## src/rtl/keypad_scan_reader.sv

```systemverilog
// Row-strobe scanner and debouncer for a 4x4 active-low key matrix.
// It emits a one-cycle key event with its code and a held level while one key is stably pressed.
module keypad_scan_reader #(
  parameter int SCAN_DIV       = 1000,
  parameter int DEBOUNCE_SCANS = 8
) (
  input  logic       clk,
  input  logic       rst,
  input  logic [3:0] i_col,
  output logic [3:0] o_row,
  output logic [3:0] o_key_code,
  output logic       o_key_valid,
  output logic       o_key_held
);

  localparam int DW = (SCAN_DIV > 1) ? $clog2(SCAN_DIV) : 1;
  localparam int CW = $clog2(DEBOUNCE_SCANS + 1);

  localparam logic [DW-1:0] DWELL_LAST = DW'(SCAN_DIV - 1);
  localparam logic [DW-1:0] DWELL_ONE  = DW'(1);
  localparam logic [CW-1:0] DB_MAX     = CW'(DEBOUNCE_SCANS);
  localparam logic [CW-1:0] CNT_ONE    = CW'(1);

  localparam logic [1:0] RES_NONE  = 2'd0;
  localparam logic [1:0] RES_KEY   = 2'd1;
  localparam logic [1:0] RES_MULTI = 2'd2;

  logic [3:0]    col_meta_q, col_meta_d;
  logic [3:0]    col_sync_q, col_sync_d;
  logic [DW-1:0] dwell_q, dwell_d;
  logic [1:0]    row_idx_q, row_idx_d;
  logic [3:0]    row_q, row_d;

  logic          acc_hit_q, acc_hit_d;
  logic          acc_bad_q, acc_bad_d;
  logic [3:0]    acc_code_q, acc_code_d;

  logic          res_vld_q, res_vld_d;
  logic [1:0]    res_kind_q, res_kind_d;
  logic [3:0]    res_code_q, res_code_d;

  logic [1:0]    cand_kind_q, cand_kind_d;
  logic [3:0]    cand_code_q, cand_code_d;
  logic [CW-1:0] db_cnt_q, db_cnt_d;
  logic [1:0]    stab_kind_q, stab_kind_d;
  logic [3:0]    stab_code_q, stab_code_d;

  logic [3:0]    key_code_q, key_code_d;
  logic          key_valid_q, key_valid_d;
  logic          key_held_q, key_held_d;

  // Row sample classification and frame accumulation temporaries
  logic          row_empty, row_hit;
  logic [1:0]    col_idx;
  logic          base_hit, base_bad;
  logic [3:0]    base_code;
  logic          new_hit, new_bad;
  logic [3:0]    new_code;

  always_comb begin
    row_empty = 1'b0;
    row_hit   = 1'b0;
    col_idx   = 2'd0;
    case (col_sync_q)
      4'b1111: row_empty = 1'b1;
      4'b1110: begin row_hit = 1'b1; col_idx = 2'd0; end
      4'b1101: begin row_hit = 1'b1; col_idx = 2'd1; end
      4'b1011: begin row_hit = 1'b1; col_idx = 2'd2; end
      4'b0111: begin row_hit = 1'b1; col_idx = 2'd3; end
      default: begin row_empty = 1'b0; row_hit = 1'b0; end
    endcase
  end

  always_comb begin
    col_meta_d  = i_col;
    col_sync_d  = col_meta_q;
    dwell_d     = dwell_q;
    row_idx_d   = row_idx_q;
    row_d       = row_q;
    acc_hit_d   = acc_hit_q;
    acc_bad_d   = acc_bad_q;
    acc_code_d  = acc_code_q;
    res_vld_d   = 1'b0;
    res_kind_d  = res_kind_q;
    res_code_d  = res_code_q;
    cand_kind_d = cand_kind_q;
    cand_code_d = cand_code_q;
    db_cnt_d    = db_cnt_q;
    stab_kind_d = stab_kind_q;
    stab_code_d = stab_code_q;
    key_code_d  = key_code_q;
    key_valid_d = 1'b0;
    key_held_d  = key_held_q;

    // A new frame starts from a clean accumulator at row 0
    base_hit  = (row_idx_q == 2'd0) ? 1'b0 : acc_hit_q;
    base_bad  = (row_idx_q == 2'd0) ? 1'b0 : acc_bad_q;
    base_code = (row_idx_q == 2'd0) ? 4'd0 : acc_code_q;
    new_hit   = base_hit;
    new_bad   = base_bad;
    new_code  = base_code;
    if (row_hit) begin
      if (base_hit) begin
        new_bad = 1'b1;
      end else begin
        new_hit  = 1'b1;
        new_code = {row_idx_q, col_idx};
      end
    end else if (!row_empty) begin
      new_bad = 1'b1;
    end

    if (dwell_q == DWELL_LAST) begin
      dwell_d   = '0;
      row_idx_d = row_idx_q + 2'd1;
      row_d     = {row_q[2:0], row_q[3]};
      if (row_idx_q == 2'd3) begin
        res_vld_d  = 1'b1;
        res_kind_d = new_bad ? RES_MULTI : (new_hit ? RES_KEY : RES_NONE);
        res_code_d = (new_hit && !new_bad) ? new_code : 4'd0;
        acc_hit_d  = 1'b0;
        acc_bad_d  = 1'b0;
        acc_code_d = 4'd0;
      end else begin
        acc_hit_d  = new_hit;
        acc_bad_d  = new_bad;
        acc_code_d = new_code;
      end
    end else begin
      dwell_d = dwell_q + DWELL_ONE;
    end

    // Debounce runs one cycle after the frame result is registered
    if (res_vld_q) begin
      if (res_kind_q == RES_MULTI) begin
        cand_kind_d = RES_MULTI;
        cand_code_d = 4'd0;
        db_cnt_d    = '0;
      end else if (res_kind_q == cand_kind_q && res_code_q == cand_code_q) begin
        db_cnt_d = (db_cnt_q == DB_MAX) ? db_cnt_q : db_cnt_q + CNT_ONE;
      end else begin
        cand_kind_d = res_kind_q;
        cand_code_d = res_code_q;
        db_cnt_d    = CNT_ONE;
      end

      if (cand_kind_d != RES_MULTI && db_cnt_d == DB_MAX &&
          (cand_kind_d != stab_kind_q || cand_code_d != stab_code_q)) begin
        stab_kind_d = cand_kind_d;
        stab_code_d = cand_code_d;
        if (cand_kind_d == RES_KEY) begin
          key_code_d  = cand_code_d;
          key_held_d  = 1'b1;
          key_valid_d = 1'b1;
        end else begin
          key_held_d = 1'b0;
        end
      end
    end
  end

  always_ff @(posedge clk) begin
    if (rst) begin
      col_meta_q  <= 4'hF;
      col_sync_q  <= 4'hF;
      dwell_q     <= '0;
      row_idx_q   <= 2'd0;
      row_q       <= 4'b1110;
      acc_hit_q   <= 1'b0;
      acc_bad_q   <= 1'b0;
      acc_code_q  <= 4'd0;
      res_vld_q   <= 1'b0;
      res_kind_q  <= RES_NONE;
      res_code_q  <= 4'd0;
      cand_kind_q <= RES_NONE;
      cand_code_q <= 4'd0;
      db_cnt_q    <= '0;
      stab_kind_q <= RES_NONE;
      stab_code_q <= 4'd0;
      key_code_q  <= 4'd0;
      key_valid_q <= 1'b0;
      key_held_q  <= 1'b0;
    end else begin
      col_meta_q  <= col_meta_d;
      col_sync_q  <= col_sync_d;
      dwell_q     <= dwell_d;
      row_idx_q   <= row_idx_d;
      row_q       <= row_d;
      acc_hit_q   <= acc_hit_d;
      acc_bad_q   <= acc_bad_d;
      acc_code_q  <= acc_code_d;
      res_vld_q   <= res_vld_d;
      res_kind_q  <= res_kind_d;
      res_code_q  <= res_code_d;
      cand_kind_q <= cand_kind_d;
      cand_code_q <= cand_code_d;
      db_cnt_q    <= db_cnt_d;
      stab_kind_q <= stab_kind_d;
      stab_code_q <= stab_code_d;
      key_code_q  <= key_code_d;
      key_valid_q <= key_valid_d;
      key_held_q  <= key_held_d;
    end
  end

  assign o_row       = row_q;
  assign o_key_code  = key_code_q;
  assign o_key_valid = key_valid_q;
  assign o_key_held  = key_held_q;

endmodule

```

## config.mk

```make
export PLATFORM = sky130hd
export DESIGN_NAME = keypad_scan_reader
export DESIGN_NICKNAME = d
export VERILOG_FILES = /design/src/rtl/keypad_scan_reader.sv
export SDC_FILE = /design/constraint.sdc
export NUM_CORES = 1
export LEC_CHECK = 0
export CAP_MARGIN = 10
export CORE_MARGIN = 2
export CORE_UTILIZATION = 50
export CTS_CLUSTER_SIZE = 14
export DETAILED_ROUTE_END_ITERATION = 10
export GPL_TIMING_DRIVEN = 0
export PLACE_DENSITY = 0.69
export SYNTH_ARGS = -nofsm -noshare
export SYNTH_HDL_FRONTEND = slang
export SYNTH_SLANG_ARGS = --single-unit
```

## constraint.sdc

```tcl
create_clock -name clk -period 2.2 [get_ports clk]
set_input_delay 0.33 -clock clk [delete_from_list [all_inputs] [get_ports clk]]
set_output_delay 0.33 -clock clk [all_outputs]
set_load 0.01 [all_outputs]
```

==> impl_metrics.ini, run 1 <==
[clocking]
clkSinkCount = 59
clkTransAtPathRegs_ps = 60
tritoncts = built
cts_hold_buf = 0
cts-root-buf = clkbuf_8
clk_latency_ps = 330
cts_buffers = 9
clock_path_buffers = 2
htree_levels = 3

[sta]
finClkSkew_ps = 8.635
setup_ws_ps = 181.7
setup_violations = 0
tightest_slew_ps = 567.3
fin_setup_tns_ps = 0
maxSlewHeadroom_pct = 62.18
hold_slack_ps = 407.5
hold_viol = 0
layout_min_cycle_time_ps = 2018
rsz0062_at_grt = no
drv_slew = 0
clock.fmax_ghz = 0.4955
fin_crit_sh_pct = 91.74

[floorplan]
io_pins = 16
die_x_um = 79.57
die_h_um = 79.57
initial_utilization_pct = 51.85
fp.dieArea_um2 = 6331
core-area_um2 = 5507
rows = 27

[logic_synthesis]
synth_cell_types = 60
yosys.area.top_type = dfxtp_1
synthArstFlopShare_pct = 0
synth_top_family_by_area = simple AND/OR/NAND/NOR gates
synth_top_cell_area_share_pct = 41.37
synth_common_cells = dfxtp_1, nand2_1, nor2_1, a21oi_1, nand3_1
synthSimpleGateAreaFrac_pct = 25.15
syn_nets = 328
syn_inst = 317
yosys_warnings = 0
syn_area_um2 = 2855
synth_most_common_cell = dfxtp_1
synth_seq_cells = 59
synth_ff_type = dfxtp_1
syn_area_per_cell_um2 = 9.007
synth_xor_area_share_pct = 6.924
synthAdderAreaFrac_pct = 2.191
synth_edf_count = 0
synth.area.top_cells = dfxtp_1, nand2_1, mux2i_1
synthMuxAreaShare_pct = 4.908
seq_area_frac_synth_pct = 41.37
synth-compound-area-share_pct = 14.77

[critical_path]
path_class = register to register
cp_data_required_time_ps = 2460
crit_fanout = 6
worst_setup_path_start_kind = register
critPathArrivalTime_ps = 2280
end_kind = register

[finish]
layout.nets = 354
drive_gt1_share_pct = 15.23
stdcell_area_um2 = 3291
insertedDiodeCount = 0
fin_cells = 420
nFillCells = 501
area_delta_synth_final_pct = 15.25

[grt]
grt_util_all_layers_pct = 20.29
grt_pass1_wl_mm = 9.908
grt_pass1_vias = 2212
antenna_found_initial = 0
grt_start_max_net_pins = 11
gr-total-overflow = 0

[place]
finalWeightedCongestion = 0.7832
port_buffers = 14
hpwlAfterDp_mm = 3.942
placed_cell_area_um2 = 3085
placed_cells = 403
place_ws_ps = 110.4

[power]
power_density_nw_per_um2 = 637.4
irDropWorstVdd_v = 0.0005136
p_leak_uw = 0.001190

[routing]
route.vias.total = 2228
topRoutingLayerUsed = met4
drt_iter0_markers = 81
drtPass1Iterations = 4
drc_errors = 0
wl_mm = 5.574
wl_met3_um = 191
antenna_left = 0
wl_per_cell_um = 13.27
vias_per_cell = 5.305
wl_met1_mm = 2.636
wl_met2_mm = 2.670

[status]
outcome = finished clean

[flow_run]
max-cap-violations = 0

[worst_hold_path]
hold_class = register to register
per-stage QoR:
step,utilization [%],power [µW]
2_1_floorplan,-,1165
3_3_place_gp,56.03,1190
5_1_grt,59.76,2183
4_1_cts,59.51,2124
6_report,59.76,2098
3_5_place_dp,56.03,1191
flip-flops by register name, summed over array words and instances (netlist names):
name,cells
res_code_q,4
row_idx_q,2
acc_hit_q,1
acc_code_q,4
o_row,4
res_vld_q,1
cand_code_q,4
col_meta_q,4
o_key_valid,1
res_kind_q,2
stab_code_q,4
col_sync_q,4
acc_bad_q,1
db_cnt_q,4
cand_kind_q,2
o_key_held,1
dwell_q,10
stab_kind_q,2
o_key_code,4
power breakdown:
| group | internal [µW] | switching, µW | leakage (µW) |
|---|---|---|---|
| Sequential | 1080 | 6.03 | 0.000478 |
| Combinational | 30.7 | 49.6 | 0.000612 |
| Clock | 531 | 400 | 0.0000997 |
| Total | 1640 | 456 | 0.00119 |
path summary, 6_finish.rpt:
| path | startpoint | end | slack (ps) | depth (start not counted) |
|---|---|---|---|---|
| hold reg to reg | col_meta_q[2] | col_sync_q[2] | 410 | 1 |
| setup reg to reg | db_cnt_q[0] | o_key_code[3] | 180 | 8 |
| hold / removal | col_meta_q[2] | col_sync_q[2] | 410 | 1 |
| setup / recovery | db_cnt_q[0] | o_key_code[3] | 180 | 8 |
placed cells by master (no fill, tap or decap), types with 11 or more instances in the layout:
cell type	n
xnor2_1	11
clkdlybuf4s50_1	14
a21oi_1	18
nand2_1	44
mux2i_1	14
nor2_1	25
nand3_1	17
dfxtp_1	58
clkbuf_8	13
kinds of logic (layout without fill, tap and decap cells):
family,after synthesis,in the layout
AOI/OAI and AO/OA,56,56
xor gates and xnor gates,20,20
adders and majority gates,5,5
buffers and inverters,28,59
DFF,59,59
muxes,14,14
and+or+nand+nor,135,135
routing by layer:
metal / GRT usage (%) / vias up
met5: 0 / -
met4: 7.759 / 0
met3: 5.204 / 6
met2: 33.19 / 30
met1: 25.60 / 1030
li1: - / 1162
timing repair:
action / in CTS / in global routing
setup endpoints to repair: 0 / 5
resized for setup: 0 / 2
endpoints found under the hold margin: 0 / 0
buffers inserted: 0 / 1
worst max-delay path, stage by stage, from the launching register on:
cell and delay [ps]:
dfxtp_2 370, inv_1 60, ha_1 230, a211oi_2 210, o22ai_1 120, or3_1 370
a211oi_4 210, buf_4 190, mux2i_1 180
layout make-up:
| cell class | count | area (µm²) | area share (%) |
|---|---|---|---|
| Clock buffer | 15 | 186.4 | 5.665 |
| Sequential cell | 59 | 1182 | 35.93 |
| Inverter | 11 | 41.29 | 1.255 |
| Clock inverter | 1 | 5.005 | 0.1521 |
| Tap cell | 72 | 90.09 | 2.738 |
| Multi-Input combinational cell | 230 | 1545 | 46.96 |
| Timing Repair Buffer | 15 | 147.6 | 4.487 |
| Buffer | 17 | 92.59 | 2.814 |
Power figures use the tool's default switching activity.
==> inputs of run 2 (changes only) <==
- SETUP_SLACK_MARGIN: unset -> 0.4
- clock period: 2.2 -> 2.3 ns (I/O delays scaled with it)
==> impl_metrics.ini, run 2 (synthesized netlist as in run 1, its figures left out) <==
[status]
outcome = finished clean

[critical_path]
path_class = register to register
end_kind = register
r2r_cells = 7
cp_data_required_time_ps = 2570
critPathArrivalTime_ps = 2120
crit_fanout = 5
worst_setup_path_start_kind = register
worstReg2RegEnd = o_key_code[3]
r2r_start = db_cnt_q[0]
reg2reg_slack_ps = 440

[floorplan]
rows = 27
io_pins = 16
die_x_um = 79.57
die_h_um = 79.57
core-area_um2 = 5507
initial_utilization_pct = 51.85
fp.dieArea_um2 = 6331

[finish]
layout.nets = 357
most-common-layout-cells = dfxtp_1, nand2_1, nor2_1
regArea_um2 = 1190
multi_input_area_um2 = 1615
drive_gt1_share_pct = 21.14
final_common_cell = dfxtp_1
nFillCells = 499
insertedDiodeCount = 0
regMostFlops = dwell_q
largest_reg_flops = 10
area_delta_synth_final_pct = 19.28
fin_cells = 422

[power]
pwr-share-seq_pct = 50.0
power_switching_uw = 460.1
combinationalPowerShare_pct = 3.8
swShare_pct = 22.20
irDropWorstVdd_v = 0.0003914
p_leak_uw = 0.001224
power_density_nw_per_um2 = 608.4
p_clk_share_pct = 46.1
p_int_uw = 1612

[grt]
grt_start_max_net_pins = 11
grt_pass1_vias = 2215
antenna_found_initial = 0
grt_pass1_wl_mm = 10.22
gr-total-overflow = 0
grt_util_all_layers_pct = 20.72

[clocking]
clk_latency_ps = 330
tritoncts = built
htree_levels = 3
clock_path_buffers = 2
cts_buffers = 9
cts-root-buf = clkbuf_8
clkSinkCount = 59
clkTransAtPathRegs_ps = 70
cts_hold_buf = 0

[routing]
drtPass1Iterations = 4
vias_per_cell = 5.341
drc_errors = 0
route.vias.total = 2254
drt_iter0_markers = 64
wl_mm = 5.823
antenna_left = 0
wl_per_cell_um = 13.80

[worst_hold_path]
hold_class = register to register
min_to = col_sync_q[3]
worstHoldStart = col_meta_q[3]
whs_path_depth = 1

[place]
placed_cells = 403
hpwlAfterDp_mm = 4.025
finalWeightedCongestion = 0.8364
port_buffers = 14

[sta]
hold_slack_ps = 408.0
setup_violations = 0
finClkSkew_ps = 7.032
layout_min_cycle_time_ps = 1859
hold_viol = 0
rsz0062_at_grt = yes
fin_setup_tns_ps = 0
fin_crit_sh_pct = 80.83
tightest_slew_ps = 542.5
maxSlewHeadroom_pct = 63.84
drv_slew = 0
clock.fmax_ghz = 0.5379

[flow_run]
max-cap-violations = 0
==> run 2: cell types whose count changed in the layout (fill, tap and decap cells not counted), moves of 3 or more <==
cell,change
clkbuf_1,-3
dfxtp_1,-4
dfxtp_2,+3
ha_1,-4
==> run 2: worst max-delay path, cell delays in order, from the launching register on <==
cell and delay (ps):
dfxtp_4 360, ha_2 210, a211oi_2 210, o22ai_2 110
or3_4 350, a211oi_4 220, buf_6 160, mux2i_1 180
==> run 2: how the worst max path moves through the flow <==
stage	from	to	slack (ps)	depth (start not counted)
4_1_cts	db_cnt_q[0]	o_key_code[3]	410	8
3_5_place_dp	db_cnt_q[0]	o_key_code[3]	220	7
5_1_grt	db_cnt_q[1]	o_key_code[3]	350	8
6_report	db_cnt_q[0]	o_key_code[3]	440	7
2_1_floorplan	db_cnt_q[0]	o_key_held	420	8
3_3_place_gp	db_cnt_q[0]	o_key_code[1]	250	7
==> run 2: layout make-up <==
type	count	area share [%]
multi-input cells	230	47.43
inverters	11	1.212
clock inverters	4	1.470
clock buffers	11	4.445
well taps	72	2.645
flip-flops and latches	59	34.94
repair buffers	18	5.107
plain buffers	17	2.755
==> run 2: timing repair <==
| item | 4_1_cts | 5_1_grt |
|---|---|---|
| buffers inserted | 3 | 1 |
| gates cloned | 0 | 0 |
| resized for setup | 11 | 14 |
| pin swaps | 4 | 1 |
| setup endpoints to repair | 12 | 14 |
==> run 2: power by group through the flow <==
| stage | combinational (µW) | clock [µW] | sequential, µW |
|---|---|---|---|
| after floorplan | 55.0 | 0 | 1060 |
| after global placement | 77.2 | 0 | 1060 |
| after CTS | 78.6 | 976 | 1040 |
| after detailed placement | 78.1 | 0 | 1060 |
| after global routing | 89.7 | 1030 | 1040 |
| final | 79.2 | 956 | 1040 |
==> run 2: through the flow <==
stage	utilization [%]	setup WS, ps	total power [µW]	instance area, µm²
finish	61.85	441.0	2072	3406
global route	61.85	345.8	2153	3406
CTS	60.76	409.3	2092	3346
detailed placement	56.06	222.1	1139	3087
global placement	56.06	252.0	1138	3087
floorplan	-	422.8	1115	2856
==> run 2: metal layers <==
layer	GRT usage [%]	up-vias	wire (µm)	part of all wire, %
met5	0	-	0	0
met2	33.03	28	2822	48
met4	9.138	0	68	1.2
li1	-	1165	-	-
met3	5.769	7	165	2.8
met1	26.08	1054	2766	48
==> inputs of run 3 (changes only) <==
- clock period: 2.3 -> 1.82 ns (I/O delays scaled with it)
==> impl_metrics.ini, run 3 (synthesized netlist as in run 1, its figures left out) <==
[status]
outcome = finished with violations
failed_checks = setup timing

[sta]
hold_slack_ps = 401.9
hold_viol = 0
tightest_slew_ps = 667.9
layout_min_cycle_time_ps = 1906
setup_ws_ps = -85.74
maxSlewHeadroom_pct = 55.48
fin_crit_sh_pct = 104.7
drv_slew = 0
fin_setup_tns_ps = -337.6
setup_violations = 7
finClkSkew_ps = 10.01
rsz0062_at_grt = yes
clock.fmax_ghz = 0.5247

[floorplan]
rows = 27
core-area_um2 = 5507
die_x_um = 79.57
io_pins = 16
die_h_um = 79.57
initial_utilization_pct = 51.85
fp.dieArea_um2 = 6331

[critical_path]
end_kind = register
critPathArrivalTime_ps = 2170
slowest_stage = dfxtp_4
slowest_delay_ps = 390
crit_fanout = 5
path_class = register to register
crit_chain = inv_4 > ha_4 > a211oi_2 > o22ai_2 > or3_4 > a211oi_4 > buf_6 > mux2i_1
cp_data_required_time_ps = 2090
worst_setup_path_start_kind = register

[clocking]
clk_latency_ps = 340
clkTransAtPathRegs_ps = 60
cts_hold_buf = 0
tritoncts = built
cts-root-buf = clkbuf_8
cts_buffers = 9
htree_levels = 3
clock_path_buffers = 2
clkSinkCount = 59

[routing]
drtPass1Iterations = 4
wl_met3_um = 268
topRoutingLayerUsed = met4
wl_mm = 7.622
wl_met1_mm = 3.055
wl_per_cell_um = 16.94
route.vias.total = 2523
drc_errors = 0
antenna_left = 0
wl_met2_mm = 4.020
vias_per_cell = 5.607
drt_iter0_markers = 136

[finish]
regMostFlops = dwell_q
area_delta_synth_final_pct = 41.06
most-common-layout-cells = dfxtp_1, nand2_1, nor2_1
stdcell_area_um2 = 4028
insertedDiodeCount = 0
final_common_cell = dfxtp_1
largest_reg_flops = 10
layout.nets = 385
drive_gt1_share_pct = 39.95

[place]
port_buffers = 14
placed_cell_area_um2 = 3198
hpwlAfterDp_mm = 4.243
finalWeightedCongestion = 0.8039

[power]
irDropWorstVdd_v = 0.0005903
p_leak_uw = 0.001526
combinationalPowerShare_pct = 6.1
power_density_nw_per_um2 = 661.9
p_int_uw = 2070
swShare_pct = 22.34
power_switching_uw = 595.7
p_clk_share_pct = 44.8
pwr-share-seq_pct = 49.1

[worst_hold_path]
hold_class = register to register

[grt]
antenna_found_initial = 0
grt_start_max_net_pins = 11
grt_pass1_wl_mm = 11.21
gr-total-overflow = 0
grt_pass1_vias = 2502
grt_util_all_layers_pct = 22.75

[flow_run]
max-cap-violations = 0
-- run 3: routing by layer --
| metal | GRT usage [%] | vias to the layer above |
|---|---|---|
| li1 | - | 1230 |
| met1 | 25.37 | 1214 |
| met2 | 40.17 | 55 |
| met3 | 4.299 | 24 |
| met4 | 13.10 | 0 |
| met5 | 0 | - |
-- run 3: final timing paths --
path,start,end,slack [ps],cells past startpoint
hold reg to reg,col_meta_q[1],col_sync_q[1],400,1
hold / removal,col_meta_q[1],col_sync_q[1],400,1
setup reg to reg,db_cnt_q[0],o_key_code[1],-90,8
setup / recovery,db_cnt_q[0],o_key_code[1],-90,8
-- run 3: repair_timing --
action / in CTS / in global routing
resized for setup: 60 / 42
gates cloned: 0 / 2
pin swaps: 20 / 28
setup buffers: 19 / 11
setup endpoints to repair: 41 / 40
-- run 3: cell type report --
class | instances | area [µm²]
sequential | 59 | 1209
fill | 381 | 1479
clock inverter | 2 | 35.03
clock buffer | 13 | 158.9
inverter | 11 | 46.29
timing repair buffer | 46 | 440.4
multi-input combinational | 230 | 1904
tap | 72 | 90.09
buffer | 17 | 143.9
-- run 3: worst max-delay path, delay by kind of cell, from the launching register on --
kind / cells / cell delay [ps]
multiplexers: 1 / 190
AND/OR/NAND/NOR: 1 / 350
adder cells (fa/ha/maj): 1 / 160
flip-flops: 1 / 390
buffers and inverters: 2 / 200
AO/OA/AOI/OAI: 3 / 540
-- run 3: power groups by stage --
stage	Sequential, µW	Clock, µW	Combinational (µW)
4_1_cts	1310	1210	143
2_1_floorplan	1340	0	77.2
3_5_place_dp	1340	0	109
6_report	1310	1190	164
3_3_place_gp	1340	0	107
5_1_grt	1310	1270	175
-- run 3: stage by stage --
stage / total power (µW) / setup slack, ps / utilization, % / cells
4_1_cts: 2659 / -59.84 / 67.53 / 437
2_1_floorplan: 1419 / 81.11 / - / 317
5_1_grt: 2752 / -144.1 / 73.14 / 450
3_5_place_dp: 1453 / -110.0 / 58.08 / 403
6_report: 2666 / -85.74 / 73.14 / 450
3_3_place_gp: 1450 / -91.30 / 58.08 / 403
